## config.mk

```make
export PLATFORM = sky130hd
export DESIGN_NAME = cnn_layer_sequencer
export DESIGN_NICKNAME = d
export VERILOG_FILES = /design/src/rtl/cnn_layer_sequencer.sv
export SDC_FILE = /design/constraint.sdc
export NUM_CORES = 1
export LEC_CHECK = 0
export ABC_AREA = 0
export ABC_CLOCK_PERIOD_IN_PS = 3000
export BUFFER_PORTS_ARGS = -buffer_cell sky130_fd_sc_hd__buf_2
export CAP_MARGIN = 10
export CORE_UTILIZATION = 40
export CTS_CLUSTER_DIAMETER = 80
export DETAILED_ROUTE_END_ITERATION = 10
export GPL_TIMING_DRIVEN = 0
export HOLD_SLACK_MARGIN = 0.06
export PLACE_DENSITY = 0.73
export SYNTH_ARGS = -nofsm -noshare
export SYNTH_HDL_FRONTEND = slang
export SYNTH_SLANG_ARGS = --single-unit
```

## constraint.sdc

```tcl
create_clock -name clk -period 3 [get_ports clk]
set_input_delay 0.3 -clock clk [delete_from_list [all_inputs] [get_ports clk]]
set_output_delay 0.3 -clock clk [all_outputs]
set_load 0.03 [all_outputs]
```

## src/rtl/cnn_layer_sequencer.sv

```systemverilog
// Frame-level sequencer for a two-layer CNN accelerator: loads the image, runs
// layer 1 then layer 2, counts channel completions and guards against stalls.
module cnn_layer_sequencer #(
  parameter int L1_CH    = 8,
  parameter int L2_CH    = 16,
  parameter int LOAD_CYC = 4,
  parameter int TIMEOUT  = 65535
) (
  input  logic       clk,
  input  logic       rst,
  input  logic       start,
  input  logic       abort,
  input  logic       l1_cout_done,
  input  logic       l1_pool_done,
  input  logic       l2_cout_done,
  input  logic       l2_pool_done,
  output logic       img_load,
  output logic       l1_start,
  output logic       l2_start,
  output logic       busy,
  output logic       done,
  output logic       err,
  output logic [4:0] l1_ch,
  output logic [4:0] l2_ch,
  output logic [7:0] frame_cnt
);

  localparam int LC_W = (LOAD_CYC > 1) ? $clog2(LOAD_CYC) : 1;
  localparam int WD_W = (TIMEOUT > 1) ? $clog2(TIMEOUT) : 1;

  typedef enum logic [2:0] {IDLE, LOAD, L1_RUN, L2_RUN, DONE, ERR} state_t;

  state_t          state;
  logic [LC_W-1:0] load_cnt;
  logic [WD_W-1:0] wd;

  logic       in_l1, in_l2, act_cout, act_pool, act_full, bad_event, wd_expired;
  logic [4:0] act_ch, act_next, act_target;

  // Both run states share one checker; the inactive layer's events are masked out.
  always_comb begin
    in_l1      = (state == L1_RUN);
    in_l2      = (state == L2_RUN);
    act_cout   = (in_l1 & l1_cout_done) | (in_l2 & l2_cout_done);
    act_pool   = (in_l1 & l1_pool_done) | (in_l2 & l2_pool_done);
    act_ch     = in_l2 ? l2_ch : l1_ch;
    act_target = in_l2 ? 5'(L2_CH) : 5'(L1_CH);
    act_full   = (act_ch == act_target);
    act_next   = act_ch + {4'd0, act_cout};
    bad_event  = (act_cout && act_full) || (act_pool && (act_next != act_target));
    wd_expired = !act_cout && !act_pool && (wd == WD_W'(TIMEOUT - 1));
  end

  always_ff @(posedge clk or negedge rst) begin
    if (!rst) begin
      state     <= IDLE;
      load_cnt  <= '0;
      wd        <= '0;
      img_load  <= 1'b0;
      l1_start  <= 1'b0;
      l2_start  <= 1'b0;
      busy      <= 1'b0;
      done      <= 1'b0;
      err       <= 1'b0;
      l1_ch     <= '0;
      l2_ch     <= '0;
      frame_cnt <= '0;
    end else begin
      l1_start <= 1'b0;
      l2_start <= 1'b0;
      done     <= 1'b0;
      // Abort outranks every layer event, including ones arriving in the same cycle.
      if (abort && (state != IDLE)) begin
        state    <= IDLE;
        img_load <= 1'b0;
        busy     <= 1'b0;
        err      <= 1'b0;
        l1_ch    <= '0;
        l2_ch    <= '0;
      end else begin
        unique case (state)
          IDLE: if (start) begin
            state    <= LOAD;
            img_load <= 1'b1;
            busy     <= 1'b1;
            load_cnt <= '0;
            l1_ch    <= '0;
            l2_ch    <= '0;
          end
          LOAD: begin
            if (load_cnt == LC_W'(LOAD_CYC - 1)) begin
              state    <= L1_RUN;
              img_load <= 1'b0;
              l1_start <= 1'b1;
              wd       <= '0;
            end else begin
              load_cnt <= load_cnt + LC_W'(1);
            end
          end
          L1_RUN, L2_RUN: begin
            wd <= (act_cout || act_pool) ? '0 : wd + WD_W'(1);
            if (bad_event || wd_expired) begin
              state <= ERR;
              err   <= 1'b1;
              busy  <= 1'b0;
            end else begin
              if (in_l1) l1_ch <= act_next;
              else       l2_ch <= act_next;
              if (act_pool) begin
                wd <= '0;
                if (in_l1) begin
                  state    <= L2_RUN;
                  l2_start <= 1'b1;
                end else begin
                  state     <= DONE;
                  done      <= 1'b1;
                  frame_cnt <= frame_cnt + 8'd1;
                end
              end
            end
          end
          DONE: begin
            state <= IDLE;
            busy  <= 1'b0;
          end
          ERR: ;
          default: state <= IDLE;
        endcase
      end
    end
  end

endmodule

```

# After elaboration in Yosys (flattened, before gate mapping)
# Cells that the tools add are included.
dict set report op_classes {
  add_sub_neg 4
  eq_ne 20
  n_mux 49
  bitwise 9
  n_reduce_logical 29
}
# cell n
set ops {}
lappend ops {{$mux W16} 4}
lappend ops {{$mux W5} 9}
lappend ops {{$pmux W16 S2} 1}
lappend ops {{$mux W1} 21}
lappend ops {{$pmux W5 S2} 2}
lappend ops {{$mux W3} 6}
lappend ops {{$ne A3 B3 Y1 const B} 6}
lappend ops {{$add A16 B1 Y16 const B} 1}
lappend ops {{$eq A16 B16 Y1 const B} 1}
lappend ops {{$reduce_and A4 Y1} 4}
lappend ops {{$pmux W3 S4} 1}
lappend ops {{$reduce_and A3 Y1} 3}
lappend ops {{$reduce_bool A3 Y1} 3}
lappend ops {{$add A8 B1 Y8 const B} 1}
lappend ops {{$ne A2 B2 Y1 const B} 4}
lappend ops {{$reduce_bool A2 Y1} 4}
lappend ops {{$eq A3 B2 Y1 const B} 2}
lappend ops {{$eq A3 B3 Y1 const B} 2}
lappend ops {{$add A5 B1 Y5} 1}
lappend ops {{$eq A5 B5 Y1} 1}
lappend ops {{$logic_and A1 B1 Y1} 5}
lappend ops {{$ne A5 B5 Y1} 1}
lappend ops {{$reduce_and A5 Y1} 1}
lappend ops {{$and A1 B1 Y1} 4}
lappend ops {{other kinds (16)} 23}
dict set report totals {
  reg_bits 45
  out_inout_bits 24
}

# Logic depth before layout (Yosys ltp)
dict set report logic_depth {
  depth_word 11
  mapped_depth 13
  depth_no_buf 9
}

# Worst setup path after synthesis
# Ideal clock, no wire load.
dict set report synth_timing {
  path_kind {register to register}
  start {register state[0]}
  end {register frame_cnt[3]}
  t_arrival_ns 3.062
  setup_slack_ns -0.142
  stages_incl_launch_ff 13
  n_path_buf 3
  synth_period_minus_slack_ns 3.142
  cell_sequence {dfrtp_1 buf_2 buf_1 mux2i_1 nor2_1 ha_1 ha_1 clkbuf_1 a311oi_1 a211oi_2 mux2_2 a2111oi_2 xor2_1}
}
dict set report synth_via {
  elab_chain_len 10
  elab_cells_between_ends 28
}
# element line_no
set synth_lines {}
lappend synth_lines {{from (decl)} 33} ;# state_t state;
lappend synth_lines {{from (signal assigned)} 56} ;# state <= IDLE;
lappend synth_lines {{from (signal assigned)} 74} ;# state <= IDLE;
lappend synth_lines {{from (signal assigned)} 83} ;# state <= LOAD;
lappend synth_lines {{$eq A3 B2 Y1, on equally long branches} {42, 81, 43}}
lappend synth_lines {{$and A1 B1 Y1} 44} ;# act_cout = (in_l1 & l1_cout_done) | (in_l2 & l2_cout_done);
lappend synth_lines {{$or A1 B1 Y1} 44}
lappend synth_lines {{$add A5 B1 Y5} 49} ;# act_next = act_ch + {4'd0, act_cout};
lappend synth_lines {{$ne A5 B5 Y1} 50} ;# bad_event = (act_cout && act_full) || (act_pool && (act_next != act_target));
lappend synth_lines {{$logic_and A1 B1 Y1} 50}
lappend synth_lines {{$logic_or A1 B1 Y1} 50}
lappend synth_lines {{$logic_or A1 B1 Y1} 102} ;# if (bad_event || wd_expired) begin
lappend synth_lines {{$not A1 Y1 (no source line)} --}
lappend synth_lines {{$reduce_and A5 Y1 (no source line) *} --}
lappend synth_lines {{to (signal assigned)} 117} ;# frame_cnt <= frame_cnt + 8'd1;
lappend synth_lines {{to (decl)} 25} ;# output logic [7:0] frame_cnt
# Mark *: on every way between the ends. The rest lies on a longest branch, timed or not.
# A chain may end at the register's enable or synchronous reset.

# Final worst setup path
dict set report layout_timing {
  start {register state[0]}
  end {register l2_ch[2]}
}
dict set report layout_via {
  elab_chain_len 10
  elab_cells_between_ends 34
}
# element line_no
set layout_lines {}
lappend layout_lines {{$eq A3 B2 Y1, on equally long branches} {42, 81, 43}}
lappend layout_lines {{$and A1 B1 Y1} 44}
lappend layout_lines {{$or A1 B1 Y1} 44}
lappend layout_lines {{$add A5 B1 Y5} 49}
lappend layout_lines {{$ne A5 B5 Y1} 50}
lappend layout_lines {{$logic_and A1 B1 Y1} 50}
lappend layout_lines {{$logic_or A1 B1 Y1} 50}
lappend layout_lines {{$logic_or A1 B1 Y1} 102}
lappend layout_lines {{$ne A3 B3 Y1 (no source line)} --}
lappend layout_lines {{$reduce_and A4 Y1 (no source line)} --}
lappend layout_lines {{to (signal assigned)} 108} ;# else l2_ch <= act_next;
lappend layout_lines {{to (decl)} 24} ;# output logic [4:0] l2_ch,
# Several ways; a longest one is shown, not always the timed one. The select of a mux whose other input is x is not followed.

==> flow_summary.ini <==
[place]
placement.io_buffers = 31
place_congestion = 0.912
hpwlAfterDp_mm = 4.58
placed_cell_area_mm2 = 0.00295
dp_slack_ps = -436

[setup_path]
r2r_slack_ps = -20
critPathCapture = l2_ch[2]$_DFFE_PN0P_
path_cells = buf_6 -> nand3b_4 -> mux2_2 -> ha_2 -> ha_2 -> buf_8 -> a311oi_4 -> a211oi_4 -> buf_6 -> buf_4 -> and3_4 -> buf_12 -> o41ai_2 -> a32o_1
end_kind = flop
critPathKind = reg2reg
cp.required_ps = 3250
cp.arrival_ps = 3270
rr_startpoint = state[0]$_DFFE_PN0P_
crit_path_max_incr_delay_ps = 400
slowest_stage = dfrtp_1
cp-startpoint = state[0]$_DFFE_PN0P_
cp_max_fo = 10
r2r_cells = 14
start_kind = flop
reg2reg_to = l2_ch[2]$_DFFE_PN0P_

[floorplanning]
start_util_pct = 42.0
num_rows = 29
die_x_um = 84.1
die_h_um = 84.1
core_mm2 = 0.00642
pin_count = 32
die_area_mm2 = 0.00707

[hold_path]
worstHoldPathType = in2async

[grt]
grt_pass1_wl_mm = 11.9
track_usage_pct = 21.1
grt_pass1_vias = 2437
antenna_found_initial = 0
grt_max_degree = 46
grt_overflow = 0

[sta]
slew_violations = 0
maxSlewHeadroom_pct = 32.6
hold_ws_ps = 156
fin_ws_ps = -22.4
rsz0062_at_grt = yes
finalSetupTns_ps = -25.1
finalHoldViolations = 0
fin_skew_ps = 7.50
worst_pin_slew_ps = 1010
period_minus_slack_ps = 3020
setup_viol = 2
min_period_over_period_pct = 101
fmax_mhz = 331

[detailed_routing]
first_pass_iters = 8
via_per_inst = 6.16
wl_per_cell_um = 17.4
drc_errors = 6
vias = 2607
drt_iter0_markers = 309
ant_nets = 0
routed_wirelength_mm = 7.35

[logic_synthesis]
ys.flop_type = dfrtp_1
syn-num-nets = 309
synth-seq-cells = 45
synthCells = 295
ys_seq_area_share_pct = 41.8
syn_area_mm2 = 0.00270
ys_top_cells_by_area = dfrtp_1, nand2_1, o21ai_0, ha_1, nand3_1
yosysTopAreaCell = dfrtp_1
avgSynthCellArea_um2 = 9.14
ys_types = 63
synth-async-reset-ratio_pct = 100
synth_top_area_share_pct = 41.8
yosysWarnings = 0
synth_edf_count = 0

[finish]
layout_common_cells = dfrtp_1, nand2_1, buf_2
multi_input_area_mm2 = 0.00169
final_nets = 359
nFillCells = 534
layout_commonest_cell = dfrtp_1
area_growth_pct = 27.4
seq_area_mm2 = 0.00113
antenna_cells = 0
drive_gt1_share_pct = 25.7
design_area_mm2 = 0.00343

[clock_network]
cts_buffers = 5
cts.hold.buffers_added = 0
cts_num_sinks = 45
htreeDepth = 2
insertion_delay_ps = 310
cts_tree = built
cts-root-buf = clkbuf_8
clk_path_buf_depth = 2
clk_pin_slew_ps = 90

[status]
violations = design-rule violations, negative setup slack
status = complete, but fails checks

[power_and_ir_drop]
ir_drop_mv = 0.349
powerDensity_mw_per_mm2 = 491
p_total_mw = 1.69
power_leakage_nw = 1.54

[run]
maxCapViolCount = 0
final cells by class:
type                            instances  share of cell area (%)
Clock buffer                            6                    2.41
Sequential cell                        45                    32.8
Multi-Input combinational cell        231                    49.2
Buffer                                 11                    3.32
Tap cell                               77                    2.81
Clock inverter                          2                    1.09
Inverter                                8                   0.875
Timing Repair Buffer                   43                    7.47
synth_stat cells, types with 2 or more instances:
library cell	instances
a211o_1	2
a211oi_1	2
a21oi_1	14
a311oi_1	2
a32o_1	2
and2_1	4
and3_1	10
buf_2	3
clkbuf_1	4
dfrtp_1	45
ha_1	6
inv_1	8
mux2_2	3
mux2i_1	2
nand2_1	37
nand2b_1	3
nand3_1	15
nand4_1	6
nor2_1	18
nor2b_1	3
nor3_1	5
nor4_1	8
o2111ai_1	2
o211ai_1	4
o21a_1	2
o21ai_0	21
o21ai_1	2
o22ai_1	4
o31ai_1	2
o41ai_1	2
or3_1	8
or4_1	2
xnor2_1	7
xor2_1	8
worst max-delay path: cells and delay by family, from the launching register on:
kind                       cells  cell delay, ps
buffers and inverters          5             730
and+or+nand+nor                2             270
adders and majority gates      2             370
DFF                            1             400
muxes                          1             340
AOI/OAI and AO/OA              4             830
cell families (layout without fill, tap and decap cells):
logic type,count (synthesis),after routing,synth area share [%]
simple gates,130,130,25.4
compound gates,73,73,18.6
fa+ha+maj,6,6,2.79
xor+xnor,15,15,4.87
buf+inv,19,70,3.62
mux,7,7,2.92
flops,45,45,41.8
registers in the layout (all words and copies together), names as in the netlist:
signal,cells
busy,1
done,1
err,1
frame_cnt,8
img_load,1
l1_ch,5
l1_start,1
l2_ch,5
l2_start,1
load_cnt,2
state,3
wd,16
report_power, final:
group	leakage (nW)	total [mW]	internal (mW)	switching, mW
Clock	0.0574	0.499	0.271	0.228
Combinational	0.862	0.454	0.168	0.287
Sequential	0.615	0.734	0.675	0.0588
layer usage:
layer / vias up / track usage [%] / share of wire (%)
li1: 1200 / - / -
met1: 1258 / 29.4 / 45
met2: 131 / 31.6 / 45
met3: 18 / 4.15 / 7.6
met4: 0 / 9.56 / 2.2
met5: - / 0 / 0
stage by stage:
step,utilization (%),cells
after floorplan,-,295
after global placement,45.9,403
after detailed placement,45.9,403
after CTS,51.8,419
after global routing,53.5,423
final,53.5,423
worst min-delay path by stage:
stage,from,endpoint,slack [ps],cells after the start
6_report,rst,wd[3]$_DFFE_PN0P_,160,1
5_1_grt,rst,frame_cnt[3]$_DFFE_PN0P_,240,1
4_1_cts,rst,wd[6]$_DFFE_PN0P_,200,1
3_5_place_dp,frame_cnt[7]$_DFFE_PN0P_,frame_cnt[7]$_DFFE_PN0P_,450,1
3_3_place_gp,frame_cnt[7]$_DFFE_PN0P_,frame_cnt[7]$_DFFE_PN0P_,450,1
2_1_floorplan,rst,busy$_DFFE_PN0P_,4,0
what timing repair did:
item | in CTS | in global routing
setup buffers | 8 | 5
gates resized for setup | 34 | 15
setup endpoints to repair | 25 | 23
hold endpoints to repair | 0 | 0
pin swaps | 5 | 19
(Power assumes the default switching activity.)
